**config.mk**
```make
export PLATFORM = sky130hd
export DESIGN_NAME = hdmi_packet_arbiter_flat
export DESIGN_NICKNAME = d
export VERILOG_FILES = /design/src/rtl/hdmi_packet_if.sv /design/src/rtl/hdmi_packet_arbiter.sv /design/src/flat_wrapper.sv
export SDC_FILE = /design/constraint.sdc
export NUM_CORES = 1
export LEC_CHECK = 0
export ABC_CLOCK_PERIOD_IN_PS = 17080
export CAP_MARGIN = 10
export CORE_AREA = 2 2 496 498
export CTS_CLUSTER_DIAMETER = 120
export CTS_CLUSTER_SIZE = 40
export DETAILED_ROUTE_END_ITERATION = 10
export DIE_AREA = 0 0 498 500
export GPL_TIMING_DRIVEN = 0
export SETUP_SLACK_MARGIN = 0.4
export SLEW_MARGIN = 30
export SYNTH_ARGS = -nofsm -noshare
export SYNTH_HDL_FRONTEND = slang
export SYNTH_SLANG_ARGS = --single-unit
```
**constraint.sdc**
```tcl
create_clock -name clk_pixel -period 17.08 [get_ports clk_pixel]
set_input_delay 5.124 -clock clk_pixel [delete_from_list [all_inputs] [get_ports clk_pixel]]
set_output_delay 5.124 -clock clk_pixel [all_outputs]
set_load 0.01 [all_outputs]
```
**src/rtl/hdmi_packet_if.sv**
```systemverilog
// Data-island packet bus between the packet sources, the arbiter and the TMDS packer.
// The slave modport is the arbiter's side; the master modport is the source/sink side.
interface hdmi_packet_if;
    logic             clk_audio_counter_wrap;
    logic [23:0]      acr_header;
    logic [3:0][55:0] acr_sub;
    logic             audio_req;
    logic             audio_ack;
    logic [23:0]      audio_header;
    logic [3:0][55:0] audio_sub;
    logic [23:0]      avi_header;
    logic [3:0][55:0] avi_sub;
    logic [23:0]      aif_header;
    logic [3:0][55:0] aif_sub;
    logic             frame_start;
    logic             packet_enable;
    logic [23:0]      header;
    logic [3:0][55:0] sub;
    logic [2:0]       packet_type;
    logic             acr_overflow;
    logic [7:0]       acr_drop_count;

    modport slave (
        input  clk_audio_counter_wrap, acr_header, acr_sub,
        input  audio_req, audio_header, audio_sub,
        input  avi_header, avi_sub, aif_header, aif_sub,
        input  frame_start, packet_enable,
        output audio_ack, header, sub, packet_type, acr_overflow, acr_drop_count
    );

    modport master (
        output clk_audio_counter_wrap, acr_header, acr_sub,
        output audio_req, audio_header, audio_sub,
        output avi_header, avi_sub, aif_header, aif_sub,
        output frame_start, packet_enable,
        input  audio_ack, header, sub, packet_type, acr_overflow, acr_drop_count
    );
endinterface

```
**src/rtl/hdmi_packet_arbiter.sv**
```systemverilog
// Data-island packet selector: fixed priority ACR > audio > AVI > AIF > null, one registered packet per slot.
// Define HDMI_ACR_DROP_COUNT_EN to build the saturating count of lost ACR events.
module hdmi_packet_arbiter #(
    parameter int AVI_PERIOD    = 1,
    parameter int AUD_IF_PERIOD = 1
) (
    input  logic         clk_pixel,
    input  logic         reset,
    hdmi_packet_if.slave bus
);
    typedef enum logic [2:0] {
        PKT_NULL  = 3'd0,
        PKT_ACR   = 3'd1,
        PKT_AUDIO = 3'd2,
        PKT_AVI   = 3'd3,
        PKT_AIF   = 3'd4
    } pkt_t;

    localparam logic [3:0] AVI_LAST = 4'(AVI_PERIOD - 1);
    localparam logic [3:0] AIF_LAST = 4'(AUD_IF_PERIOD - 1);

    logic       armed, wrap_q;
    logic       acr_pending, avi_pending, aif_pending;
    logic [3:0] avi_cnt, aif_cnt;
    logic       acr_evt, acr_lost, avi_due, aif_due;
    pkt_t       sel;
    logic [23:0]      nxt_header;
    logic [3:0][55:0] nxt_sub;

    // armed stays low for the first cycle out of reset so wrap_q can pick up
    // the current wrap level without it being mistaken for a toggle.
    assign acr_evt  = armed & (bus.clk_audio_counter_wrap ^ wrap_q);
    assign acr_lost = acr_evt & acr_pending & ~(bus.packet_enable & (sel == PKT_ACR));
    assign avi_due  = bus.frame_start & (avi_cnt == AVI_LAST);
    assign aif_due  = bus.frame_start & (aif_cnt == AIF_LAST);

    always_comb begin
        sel        = PKT_NULL;
        nxt_header = 24'h000000;
        nxt_sub    = '0;
        if (acr_pending) begin
            sel        = PKT_ACR;
            nxt_header = bus.acr_header;
            nxt_sub    = bus.acr_sub;
        end else if (bus.audio_req) begin
            sel        = PKT_AUDIO;
            nxt_header = bus.audio_header;
            nxt_sub    = bus.audio_sub;
        end else if (avi_pending) begin
            sel        = PKT_AVI;
            nxt_header = bus.avi_header;
            nxt_sub    = bus.avi_sub;
        end else if (aif_pending) begin
            sel        = PKT_AIF;
            nxt_header = bus.aif_header;
            nxt_sub    = bus.aif_sub;
        end
    end

    always_ff @(posedge clk_pixel or posedge reset) begin
        if (reset) begin
            armed  <= 1'b0;
            wrap_q <= 1'b0;
        end else begin
            armed  <= 1'b1;
            wrap_q <= bus.clk_audio_counter_wrap;
        end
    end

    // A new request arriving on the serving edge wins over the clear.
    always_ff @(posedge clk_pixel or posedge reset) begin
        if (reset) begin
            acr_pending      <= 1'b0;
            avi_pending      <= 1'b1;
            aif_pending      <= 1'b1;
            avi_cnt          <= 4'd0;
            aif_cnt          <= 4'd0;
            bus.acr_overflow <= 1'b0;
        end else begin
            if (acr_evt)
                acr_pending <= 1'b1;
            else if (bus.packet_enable && sel == PKT_ACR)
                acr_pending <= 1'b0;
            if (avi_due)
                avi_pending <= 1'b1;
            else if (bus.packet_enable && sel == PKT_AVI)
                avi_pending <= 1'b0;
            if (aif_due)
                aif_pending <= 1'b1;
            else if (bus.packet_enable && sel == PKT_AIF)
                aif_pending <= 1'b0;
            if (bus.frame_start) begin
                avi_cnt <= avi_due ? 4'd0 : avi_cnt + 4'd1;
                aif_cnt <= aif_due ? 4'd0 : aif_cnt + 4'd1;
            end
            if (acr_lost)
                bus.acr_overflow <= 1'b1;
        end
    end

    always_ff @(posedge clk_pixel or posedge reset) begin
        if (reset) begin
            bus.header      <= 24'h000000;
            bus.sub         <= '0;
            bus.packet_type <= 3'd0;
            bus.audio_ack   <= 1'b0;
        end else begin
            bus.audio_ack <= bus.packet_enable && (sel == PKT_AUDIO);
            if (bus.packet_enable) begin
                bus.header      <= nxt_header;
                bus.sub         <= nxt_sub;
                bus.packet_type <= sel;
            end
        end
    end

`ifdef HDMI_ACR_DROP_COUNT_EN
    logic [7:0] drop_cnt;

    always_ff @(posedge clk_pixel or posedge reset) begin
        if (reset)
            drop_cnt <= 8'h00;
        else if (acr_lost && drop_cnt != 8'hFF)
            drop_cnt <= drop_cnt + 8'd1;
    end

    assign bus.acr_drop_count = drop_cnt;
`else
    assign bus.acr_drop_count = 8'h00;
`endif
endmodule

```
**src/flat_wrapper.sv**
```systemverilog
// flat-port wrapper written by rule: the top's interface ports become plain ports
module hdmi_packet_arbiter_flat 
#(
    parameter int AVI_PERIOD    = 1,
    parameter int AUD_IF_PERIOD = 1
)
  (clk_pixel, reset, bus_clk_audio_counter_wrap, bus_acr_header, bus_acr_sub, bus_audio_req, bus_audio_header, bus_audio_sub, bus_avi_header, bus_avi_sub, bus_aif_header, bus_aif_sub, bus_frame_start, bus_packet_enable, bus_audio_ack, bus_header, bus_sub, bus_packet_type, bus_acr_overflow, bus_acr_drop_count);
  hdmi_packet_if bus_i ();
  input  logic clk_pixel;
  input  logic reset;
  input wire logic [$bits(bus_i.clk_audio_counter_wrap)-1:0] bus_clk_audio_counter_wrap;
  input wire logic [$bits(bus_i.acr_header)-1:0] bus_acr_header;
  input wire logic [$bits(bus_i.acr_sub)-1:0] bus_acr_sub;
  input wire logic [$bits(bus_i.audio_req)-1:0] bus_audio_req;
  input wire logic [$bits(bus_i.audio_header)-1:0] bus_audio_header;
  input wire logic [$bits(bus_i.audio_sub)-1:0] bus_audio_sub;
  input wire logic [$bits(bus_i.avi_header)-1:0] bus_avi_header;
  input wire logic [$bits(bus_i.avi_sub)-1:0] bus_avi_sub;
  input wire logic [$bits(bus_i.aif_header)-1:0] bus_aif_header;
  input wire logic [$bits(bus_i.aif_sub)-1:0] bus_aif_sub;
  input wire logic [$bits(bus_i.frame_start)-1:0] bus_frame_start;
  input wire logic [$bits(bus_i.packet_enable)-1:0] bus_packet_enable;
  output wire logic [$bits(bus_i.audio_ack)-1:0] bus_audio_ack;
  output wire logic [$bits(bus_i.header)-1:0] bus_header;
  output wire logic [$bits(bus_i.sub)-1:0] bus_sub;
  output wire logic [$bits(bus_i.packet_type)-1:0] bus_packet_type;
  output wire logic [$bits(bus_i.acr_overflow)-1:0] bus_acr_overflow;
  output wire logic [$bits(bus_i.acr_drop_count)-1:0] bus_acr_drop_count;
  assign bus_i.clk_audio_counter_wrap = bus_clk_audio_counter_wrap;
  assign bus_i.acr_header = bus_acr_header;
  assign bus_i.acr_sub = bus_acr_sub;
  assign bus_i.audio_req = bus_audio_req;
  assign bus_i.audio_header = bus_audio_header;
  assign bus_i.audio_sub = bus_audio_sub;
  assign bus_i.avi_header = bus_avi_header;
  assign bus_i.avi_sub = bus_avi_sub;
  assign bus_i.aif_header = bus_aif_header;
  assign bus_i.aif_sub = bus_aif_sub;
  assign bus_i.frame_start = bus_frame_start;
  assign bus_i.packet_enable = bus_packet_enable;
  assign bus_audio_ack = bus_i.audio_ack;
  assign bus_header = bus_i.header;
  assign bus_sub = bus_i.sub;
  assign bus_packet_type = bus_i.packet_type;
  assign bus_acr_overflow = bus_i.acr_overflow;
  assign bus_acr_drop_count = bus_i.acr_drop_count;
  hdmi_packet_arbiter #(.AVI_PERIOD(AVI_PERIOD), .AUD_IF_PERIOD(AUD_IF_PERIOD)) u_core (.clk_pixel(clk_pixel), .reset(reset), .bus(bus_i));
endmodule
```
==> results.md, run 1 <==
* Max Root-Sink Buffers at 3
* Endpoints failing setup at 0
* R2r setup slk at around 14000 ps
* Post-synth top area share at 45.9%
* Crit Reg-Reg Endpoint: u_core.bus.sub[103]
* Most used DFF post-synth: dfrtp_1
* Critical Path End Type: flip-flop
* Core ar. at roughly 240000 sq um
* Hold Fails Final Rpt at 0
* First-pass GRT wire length at between 300000 and 400000 microns
* Worst hold-check path type: reg2reg
* Post-synthesis sequential area ratio at between 40% and 50%
* Post-route ant nets at 0
* Number of rows in the core area at ~180
* Main area contributors after synthesis: dfrtp_1, o22ai_1, a31oi_1
* CTS Buf Count at 25
* Switching fraction of total power at 48.5%
* Worst-skew pair later-pin latency at 720 ps
* Status: finished clean
* # nets final at approximately 4100
* Leakage power at approximately 11 nW
* Clk sink count at ~270
* Post-CTS Setup Inserts at 0
* Switch Pwr at between 1.5 and 2 mW
* Hold WS at roughly 480 ps
* Die Ht at 500 microns
* P&R area growth vs syn at 124%
* Async S/R FF share, synth at 100%
* CP arrival at approximately 8100 ps
* # hold bufs at CTS at 0
* Largest net degree at the start of global routing at 76
* Worst vdd ir at around 0.1 mV
* Input/output buffers at around 1200
* CTS tree: done
* Power share of the clock group at 21.9%
* DR pass1 iterations at 6
* Cells after DPL at about 6300
* Final setup skew at just under 50 ps
* Hold Crit Start: u_core.armed
* Total GRT Usage at between 15 and 20%
* Final Cycle Share at between 40% and 50%
* Cell count after synthesis at 1766
* GP Congestion at 1.08
* Flop pwr share at between 20 and 30%
* Width of the die at between 400 and 500 microns
* Mapped cell area at 14400 sq um
* Worst-margin pin slew at approximately 1000 ps
* R2r startpoint: u_core.avi_pending
* Initial core utilization at under 10%
* Post-synth cell types at 31
* Worst hold path cell count at 2
* # resized after CTS at 0
* Int Pwr at approximately 1.7 mW
* Fmax at between 0.1 and 0.15 GHz
* Worst Reg-to-Reg Cells at 6
* Post-DR vias/cell at roughly 3.6
* Top post-synthesis cells by count: dfrtp_1, nand2_1, a21oi_1, o22ai_1
* Relative slew slack at between 30% and 40%
* Layout fillers at 28100
* Post-DP HPWL at 227000 microns
* Combinational share of power at 50.8%
* Die area at between 200000 and 250000 sq um
* Crit start category: input port
* Final Max Slew Viols at 0
* Non-filler cells, final at 6352
* Via count at approximately 23000
* Worst-path clk slew at 120 ps
* Maxcap violations at 0
* Unrepaired setup endpoints after global routing: no
* YS warnings at 0
* CP Max Fanout at 12
* # H-tree levels at 1
* Worst setup path class: in2reg
* Layout cells sized above 1 at under 10%
* Initial antenna violation count at 232
* Most numerous cell in the Yosys netlist: dfrtp_1
* CTS root buffer: clkbuf_16
* Pwr dens at about 100 nW/um^2
* Vias in the first global route at around 23000
* Tmin final at 7520 ps
* Number of flops mapped to enable cells by yosys at 0
* Worst EP required at about 18000 ps
* Remaining Overflow, GRT at 0
* WL/cell at 39.7 microns
* DRC viols at 0
* DRT iter0 DRCs at 2117
* Detailed Route WL at between 200000 and 300000 microns
* Synthesized area per cell at between 8 and 9 sq um
* Post-synth top area cell: dfrtp_1
* Io pins at ~1300
* Hold EP: u_core.acr_pending
* Register bit count reported by yosys at 266
==> worst max path at each step <==
stage                             start                    to  slack, ps
global placement                  reset  u_core.bus.audio_ack      -1590
floorplan                         reset    u_core.acr_pending       4630
detailed placement        bus_audio_req   u_core.bus.sub[103]       8880
finish                    bus_audio_req   u_core.bus.sub[103]       9560
global route              bus_audio_req   u_core.bus.sub[103]       9630
CTS                 u_core.bus.sub[196]          bus_sub[196]       9590
==> power groups by stage <==
stage / Sequential [mW] / Combinational, mW / Clock (mW)
detailed placement: 0.925 / 1.71 / 0
finish: 0.910 / 1.69 / 0.728
global route: 0.926 / 1.78 / 0.760
floorplan: 0.928 / 0.441 / 0
CTS: 0.914 / 1.72 / 0.751
global placement: 0.921 / 1.70 / 0
==> logic make-up after synthesis <==
family	after synthesis	synth area share (%)
compound gates	756	30.7
simple gates	524	16.2
flops	266	46.3
buf+inv	210	6.21
fa+ha+maj	4	0.348
xor+xnor	3	0.183
other cells	2	0.0522
mux	1	0.0783
==> registers in the layout, indices dropped and copies added, names as in the netlist <==
name and flops:
u_core.aif_pending 1, u_core.bus.header 24, u_core.bus.acr_overflow 1, u_core.bus.audio_ack 1
u_core.avi_cnt 4, u_core.acr_pending 1, u_core.bus.sub 224, u_core.avi_pending 1
u_core.wrap_q 1, u_core.armed 1, u_core.bus.packet_type 3, u_core.aif_cnt 4
==> routing by layer <==
layer / vias to the layer above / global-route usage, % / share of wire (%)
met2: 1893 / 33.0 / 47
met5: - / 0 / 0.29
met4: 108 / 7.90 / 5.6
met3: 594 / 9.20 / 12
met1: 11100 / 20.5 / 36
li1: 9336 / - / -
==> critical path: stages <==
cell and delay, ps:
buf_2 260, nor3b_4 690, buf_2 900, buf_2 570
nand2_1 280, a31oi_1 200
==> placed cells by master, fill, tap and decap left out, types with 3 or more instances in the layout <==
cell                n
a21oi_1           250
a31oi_1           248
buf_1              12
buf_16              6
buf_2              53
buf_4              11
clkbuf_1          123
clkbuf_16          25
clkbuf_2            5
clkdlybuf4s50_1  1247
clkinv_8            8
conb_1              9
dfrtp_1           264
diode_2            56
ha_1                4
inv_1               6
inv_12              6
nand2_1           259
nand3_1           248
nor2_1              4
nor2b_1             3
o21ai_0             4
o22ai_1           249
==> final cells by class <==
type,instances,area [sq um],area share (%)
sequential,266,6660,20.6
buffer,202,870,2.69
clock buffer,25,626,1.94
tap,3220,4030,12.5
clock inverter,21,353,1.09
timing repair buffer,1257,12700,39.3
multi-input combinational,1297,6860,21.3
antenna,56,140,0.434
inverter,8,37.5,0.116
==> stage by stage <==
stage	setup slack [ps]	util (%)	setup TNS [ps]	total power, mW	cell area [sq um]
finish	9560	13.2	0	3.33	32300
global route	9630	13.2	0	3.47	32200
CTS	9590	13.2	0	3.38	32100
detailed placement	8880	12.8	0	2.64	31200
global placement	-1590	12.7	-388770	2.62	30900
floorplan	4630	-	0	1.37	14400
Note: power is estimated with default switching activity, not from simulation.
==> run 2: changes to the inputs <==
- ABC_CLOCK_PERIOD_IN_PS: 17080 -> 6600
- CORE_AREA: 2 2 496 498 -> 2 2 484 486
- DIE_AREA: 0 0 498 500 -> 0 0 486 488
- clock period: 17.08 -> 6.6 ns (I/O delays scaled with it)
==> results.md, run 2 (synthesized netlist as in run 1, its figures left out) <==
* Detailed Route WL at 239000 microns (-5.4%)
* Initial core utilization at 6.21% (+0.32 points)
* R2r startpoint: u_core.avi_pending
* CTS tree: done
* Cells after DPL at 6079 (-2.7%)
* Initial antenna violation count at 230 (-0.86%)
* Endpoints failing setup at 0 (unchanged)
* Max reg flops at 224 (unchanged)
* Final Max Slew Viols at 0 (unchanged)
* Fin worst setup slack at 2120 ps (-7450 ps)
* Final TNS setup at 0 ps (unchanged)
* WL/cell at 38.5 microns (-3.1%)
* R2r setup slk at 3490 ps (-10140 ps)
* Highest-delay cell along the critical path: clkdlybuf4s50_1
* # resized after CTS at 0 (unchanged)
* Die area at 237000 sq um (-4.8%)
* Post-layout util at 13.9% (+0.71 points)
* Worst setup path class: in2reg
* Biggest regs: u_core.bus.sub (224), u_core.bus.header (24)
* Tmin final at approximately 4500 ps
* Post-route ant nets at 0 (unchanged)
* Unrepaired setup endpoints after global routing: no
* Worst-margin pin slew at 972 ps (-74.3 ps)
* P&R area growth vs syn at 124% (unchanged)
* Final Cycle Share at around 68%
* Post-DR vias/cell at 3.72 (+2.8%)
* Leakage power at 10.7 nW (+0.85%)
* Crit. path cell count at 6 (unchanged)
* Hold Fails Final Rpt at 0 (unchanged)
* Pwr dens at 268 nW/um^2 (+160%)
* # hold bufs at CTS at 0 (unchanged)
* Commonest non-fill, non-tap cells in the layout: clkdlybuf4s50_1, dfrtp_1, nand2_1
* CP Max Fanout at 12 (unchanged)
* # nets final at 4067 (+0.20%)
* Critical Path End Type: flip-flop
* Crit start category: input port
* Die Ht at 488 microns (-2.4%)
* # H-tree levels at 1 (unchanged)
* Input/output buffers at 1249 (unchanged)
* Non-filler cells, final at 6202 (-2.4%)
* CP arrival at 5070 ps (-3070 ps)
* Width of the die at 486 microns (-2.4%)
* Worst EP required at 7190 ps (-10510 ps)
* CP max stage delay at 690 ps (-210 ps)
* Crit Reg-Reg Endpoint: u_core.bus.sub[106]
* GP Congestion at 0.967 (-10%)
* Hold WS at 499 ps (+22.9 ps)
* Vias in the first global route at 22500 (-1.7%)
* Worst hold-check path type: reg2reg
* Post-Place Worst Slack at 1200 ps (-7680 ps)
* Worst vdd ir at 0.234 mV (+140%)
* Io pins at 1259 (unchanged)
* Relative slew slack at 35.2% (+5.0 points)
* Largest net degree at the start of global routing at 27 (-64%)
* Worst Reg-to-Reg Cells at 6 (unchanged)
* Worst-path clk slew at 90 ps (-30 ps)
* Worst-skew pair later-pin latency at 730 ps (about the same)
* Most common cell after layout, fill and taps aside: clkdlybuf4s50_1
* Max Root-Sink Buffers at 3 (unchanged)
* Critical Path End: u_core.bus.sub[96]
* Status: finished clean
* CTS root buffer: clkbuf_16
* Number of rows in the core area at 177 (-2.7%)
* Fmax at ~0.22 GHz
* Critical path's most frequent cell: buf_2
* First-pass GRT wire length at 286000 microns (-5.0%)
* CTS Buf Count at 27 (+8.0%)
* Critical path's top delay family: buffers and inverters
* Post-DP HPWL at 213000 microns (-6.0%)
* Clk sink count at 266 (unchanged)
* Critical Path, Cell by Cell: clkdlybuf4s50_1 -> buf_2 -> buf_2 -> clkbuf_1 -> o22ai_1 -> a31oi_1
* Layout cells sized above 1 at 4.57% (+0.34 points)
* DR pass1 iterations at 6 (unchanged)
* Via count at 23100 (+0.36%)
* Maxcap violations at 0 (unchanged)
* Remaining Overflow, GRT at 0 (unchanged)
* Final setup skew at 46.8 ps (-1.61 ps)
* DRT iter0 DRCs at 2183 (+3.1%)
* Worst Setup SP: bus_packet_enable
* Core ar. at 232000 sq um (-5.1%)
* Total GRT Usage at 19.2% (-0.17 points)
* Top reg by flops: u_core.bus.sub
* CP bufs+invs at 4 (+1)
* DRC viols at 0 (unchanged)
* Post-CTS Setup Inserts at 0 (unchanged)
[run 2: worst min path at each step]
| stage | startpoint | end | slack (ps) | depth (start not counted) |
|---|---|---|---|---|
| floorplan | u_core.armed | u_core.acr_pending | 440 | 2 |
| global placement | u_core.avi_cnt[3] | u_core.avi_cnt[3] | 490 | 1 |
| detailed placement | u_core.avi_cnt[3] | u_core.avi_cnt[3] | 490 | 1 |
| CTS | u_core.avi_cnt[3] | u_core.avi_cnt[3] | 510 | 1 |
| global route | u_core.avi_cnt[3] | u_core.avi_cnt[3] | 540 | 1 |
| finish | u_core.avi_cnt[3] | u_core.avi_cnt[3] | 500 | 1 |
[run 2: per-layer routing]
metal	up-vias	wire, microns	GRT usage [%]
met3	506	28800	8.72
met2	1824	112000	32.5
met5	-	719	0
met1	11300	85400	20.7
li1	9387	-	-
met4	108	11900	7.94
[run 2: power breakdown]
group	total, mW	internal (mW)	switching (mW)	leakage (nW)
Combinational	4.29	1.63	2.66	7.23
Clock	2.03	0.909	1.12	0.506
Sequential	2.32	2.01	0.313	3.00
[run 2: layout make-up]
class | count | area [sq um]
Inverter | 8 | 33.8
Clock inverter | 21 | 360
Fill cell | 26500 | 200000
Timing Repair Buffer | 1263 | 12800
Tap cell | 3043 | 3810
Antenna cell | 73 | 183
Multi-Input combinational cell | 1297 | 6860
Sequential cell | 266 | 6660
Clock buffer | 29 | 703
Buffer | 202 | 872
[run 2: stage by stage]
step	area (sq um)	power (mW)
6_report	32300	8.64
5_1_grt	32200	9.02
4_1_cts	32100	8.80
3_5_place_dp	31000	6.71
3_3_place_gp	30700	6.68
2_1_floorplan	14400	3.54
==> run 3: changes to the inputs <==
- ABC_CLOCK_PERIOD_IN_PS: 6600 -> 3900
- clock period: 6.6 -> 3.9 ns (I/O delays scaled with it)
==> results.md, run 3 (synthesized netlist as in run 1, its figures left out) <==
* Post-route ant nets at 0 (unchanged)
* Vias in the first global route at 22500 (-0.013%)
* DR pass1 iterations at 6 (unchanged)
* Worst setup path class: in2reg
* Multi-input logic area at 6860 sq um (unchanged)
* Detailed Route WL at 239000 microns (about the same)
* Input/output buffers at 1249 (unchanged)
* Worst vdd ir at 0.390 mV (+67%)
* CP arrival at 4070 ps (-1000 ps)
* Hold WS at 499 ps (+0.00400 ps)
* Commonest non-fill, non-tap cells in the layout: clkdlybuf4s50_1, dfrtp_1, nand2_1
* Worst EP required at 4540 ps (-2650 ps)
* Number of rows in the core area at 177 (unchanged)
* Status: finished clean
* Clk sink count at 266 (unchanged)
* Layout fillers at 26500 (+0.034%)
* First-pass GRT wire length at 286000 microns (about the same)
* DRC viols at 0 (unchanged)
* P&R area growth vs syn at 124% (about the same)
* CTS Buf Count at 27 (unchanged)
* Io pins at 1259 (unchanged)
* Final Max Slew Viols at 0 (unchanged)
* Placed Area at 31000 sq um (unchanged)
* Worst hold-check path type: reg2reg
* Tmin final at 3440 ps
* Biggest regs: u_core.bus.sub (224), u_core.bus.header (24)
* Post-Place Worst Slack at -693 ps (-1890 ps)
* Initial core utilization at 6.21% (unchanged)
* Design Area, Final at 32300 sq um (about the same)
* Top reg by flops: u_core.bus.sub
* # nets final at 4067 (unchanged)
* Worst-skew pair later-pin latency at 730 ps (about the same)
* Maxcap violations at 0 (unchanged)
* Most Used Layer, Global Route: met2
* Worst-path clk slew at 100 ps (about the same)
* CP max stage delay at 720 ps (+30 ps)
* Met1 Use GR at 20.7% (+0.033 points)
* CTS tree: done
* Most common cell after layout, fill and taps aside: clkdlybuf4s50_1
* # hold bufs at CTS at 0 (unchanged)
* GR Util met3 at 8.66% (-0.062 points)
* Layout cells sized above 1 at 4.67% (+0.097 points)
* Core ar. at 232000 sq um (unchanged)
* Register area at 6660 sq um (unchanged)
* Post-DP HPWL at 213000 microns (unchanged)
* Non-filler cells, final at 6197 (-0.081%)
* GP Congestion at 0.967 (unchanged)
* Die area at 237000 sq um (unchanged)
* DRT iter0 DRCs at 2257 (+3.4%)
* Hold Fails Final Rpt at 0 (unchanged)
* Final Cycle Share at between 80% and 90%
* Width of the die at 486 microns (unchanged)
* Critical path's top delay family: buffers and inverters
* Initial antenna violation count at 230 (unchanged)
* Critical Path End Type: flip-flop
* Worst-margin pin slew at 991 ps (+19.2 ps)
* Endpoints failing setup at 0 (unchanged)
* Highest-delay cell along the critical path: buf_2
* Max reg flops at 224 (unchanged)
* CP bufs+invs at 4 (unchanged)
* Cells after DPL at 6079 (unchanged)
* Crit start category: input port
* # H-tree levels at 1 (unchanged)
* Post-DR vias/cell at 3.69 (-0.86%)
* Via count at 22900 (-0.94%)
* Remaining Overflow, GRT at 0 (unchanged)
* Post-layout util at 13.9% (about the same)
* Max Root-Sink Buffers at 3 (unchanged)
* CP Max Fanout at 10 (-2)
* Critical path's most frequent cell: buf_2
* Largest net degree at the start of global routing at 27 (unchanged)
* Total GRT Usage at 19.2% (about the same)
* Leakage power at 10.7 nW (+0.10%)
* Relative slew slack at 33.9% (-1.3 points)
* Die Ht at 488 microns (unchanged)
* Pwr dens at 453 nW/um^2 (+69%)
* Fin worst setup slack at 462 ps (-1660 ps)
* Met2 GRT Util at 32.5% (unchanged)
* Final setup skew at 48.8 ps (+2.00 ps)
* Critical Path, Cell by Cell: buf_2 -> inv_2 -> buf_2 -> clkbuf_1 -> nand3_1 -> a31oi_1
* Unrepaired setup endpoints after global routing: no
* CTS root buffer: clkbuf_16
* WL/cell at 38.5 microns (about the same)
* Fmax at 0.291 GHz
[run 3: cell count changes in the layout (fill, tap and decap cells not counted)]
cell,change
clkbuf_1,-3
diode_2,-5
buf_2,-2
buf_4,+2
clkbuf_2,+3
[run 3: final cells by class]
| class | instances | area share, % |
|---|---|---|
| inverter | 8 | 0.105 |
| antenna | 68 | 0.527 |
| clock buffer | 29 | 2.18 |
| buffer | 202 | 2.73 |
| timing repair buffer | 1263 | 39.6 |
| tap | 3043 | 11.8 |
| multi-input combinational | 1297 | 21.3 |
| sequential | 266 | 20.6 |
| clock inverter | 21 | 1.12 |
[run 3: report_power, final]
part / leakage, nW / internal (mW) / switching, mW
clock: 0.506 / 1.54 / 1.89
sequential: 3.00 / 3.40 / 0.530
combinational: 7.24 / 2.76 / 4.51
[run 3: per-layer routing]
layer / routed length, microns / up-vias
met5: 733 / -
met4: 11200 / 110
met3: 28900 / 486
met2: 113000 / 1797
met1: 85200 / 11100
li1: - / 9379
[run 3: what timing repair did]
item                                    CTS  global route
setup buffers                             0             0
hold endpoints to repair                  0             0
gates resized for setup                   4             2
endpoints found under the setup margin   28             1
cloned                                    0             0
[run 3: path summary, 6_finish.rpt]
check                                   startpoint                   to  slack [ps]  cells past startpoint
worst max-delay path                 bus_audio_req  u_core.bus.sub[112]         460                      6
worst max register to register  u_core.avi_pending  u_core.bus.sub[112]         810                      5
worst min-delay path             u_core.avi_cnt[3]    u_core.avi_cnt[3]         500                      1
max in group asynchronous                    reset  u_core.bus.sub[111]        1600                      7
worst min register to register   u_core.avi_cnt[3]    u_core.avi_cnt[3]         500                      1
min in group asynchronous                    reset   u_core.bus.sub[46]         870                      2
[run 3: metrics by stage]
stage / total power, mW / setup TNS, ps
floorplan: 6.00 / -205880
global placement: 11.3 / -1152230
detailed placement: 11.4 / -27150
CTS: 14.9 / 0
global route: 15.3 / 0
finish: 14.6 / 0
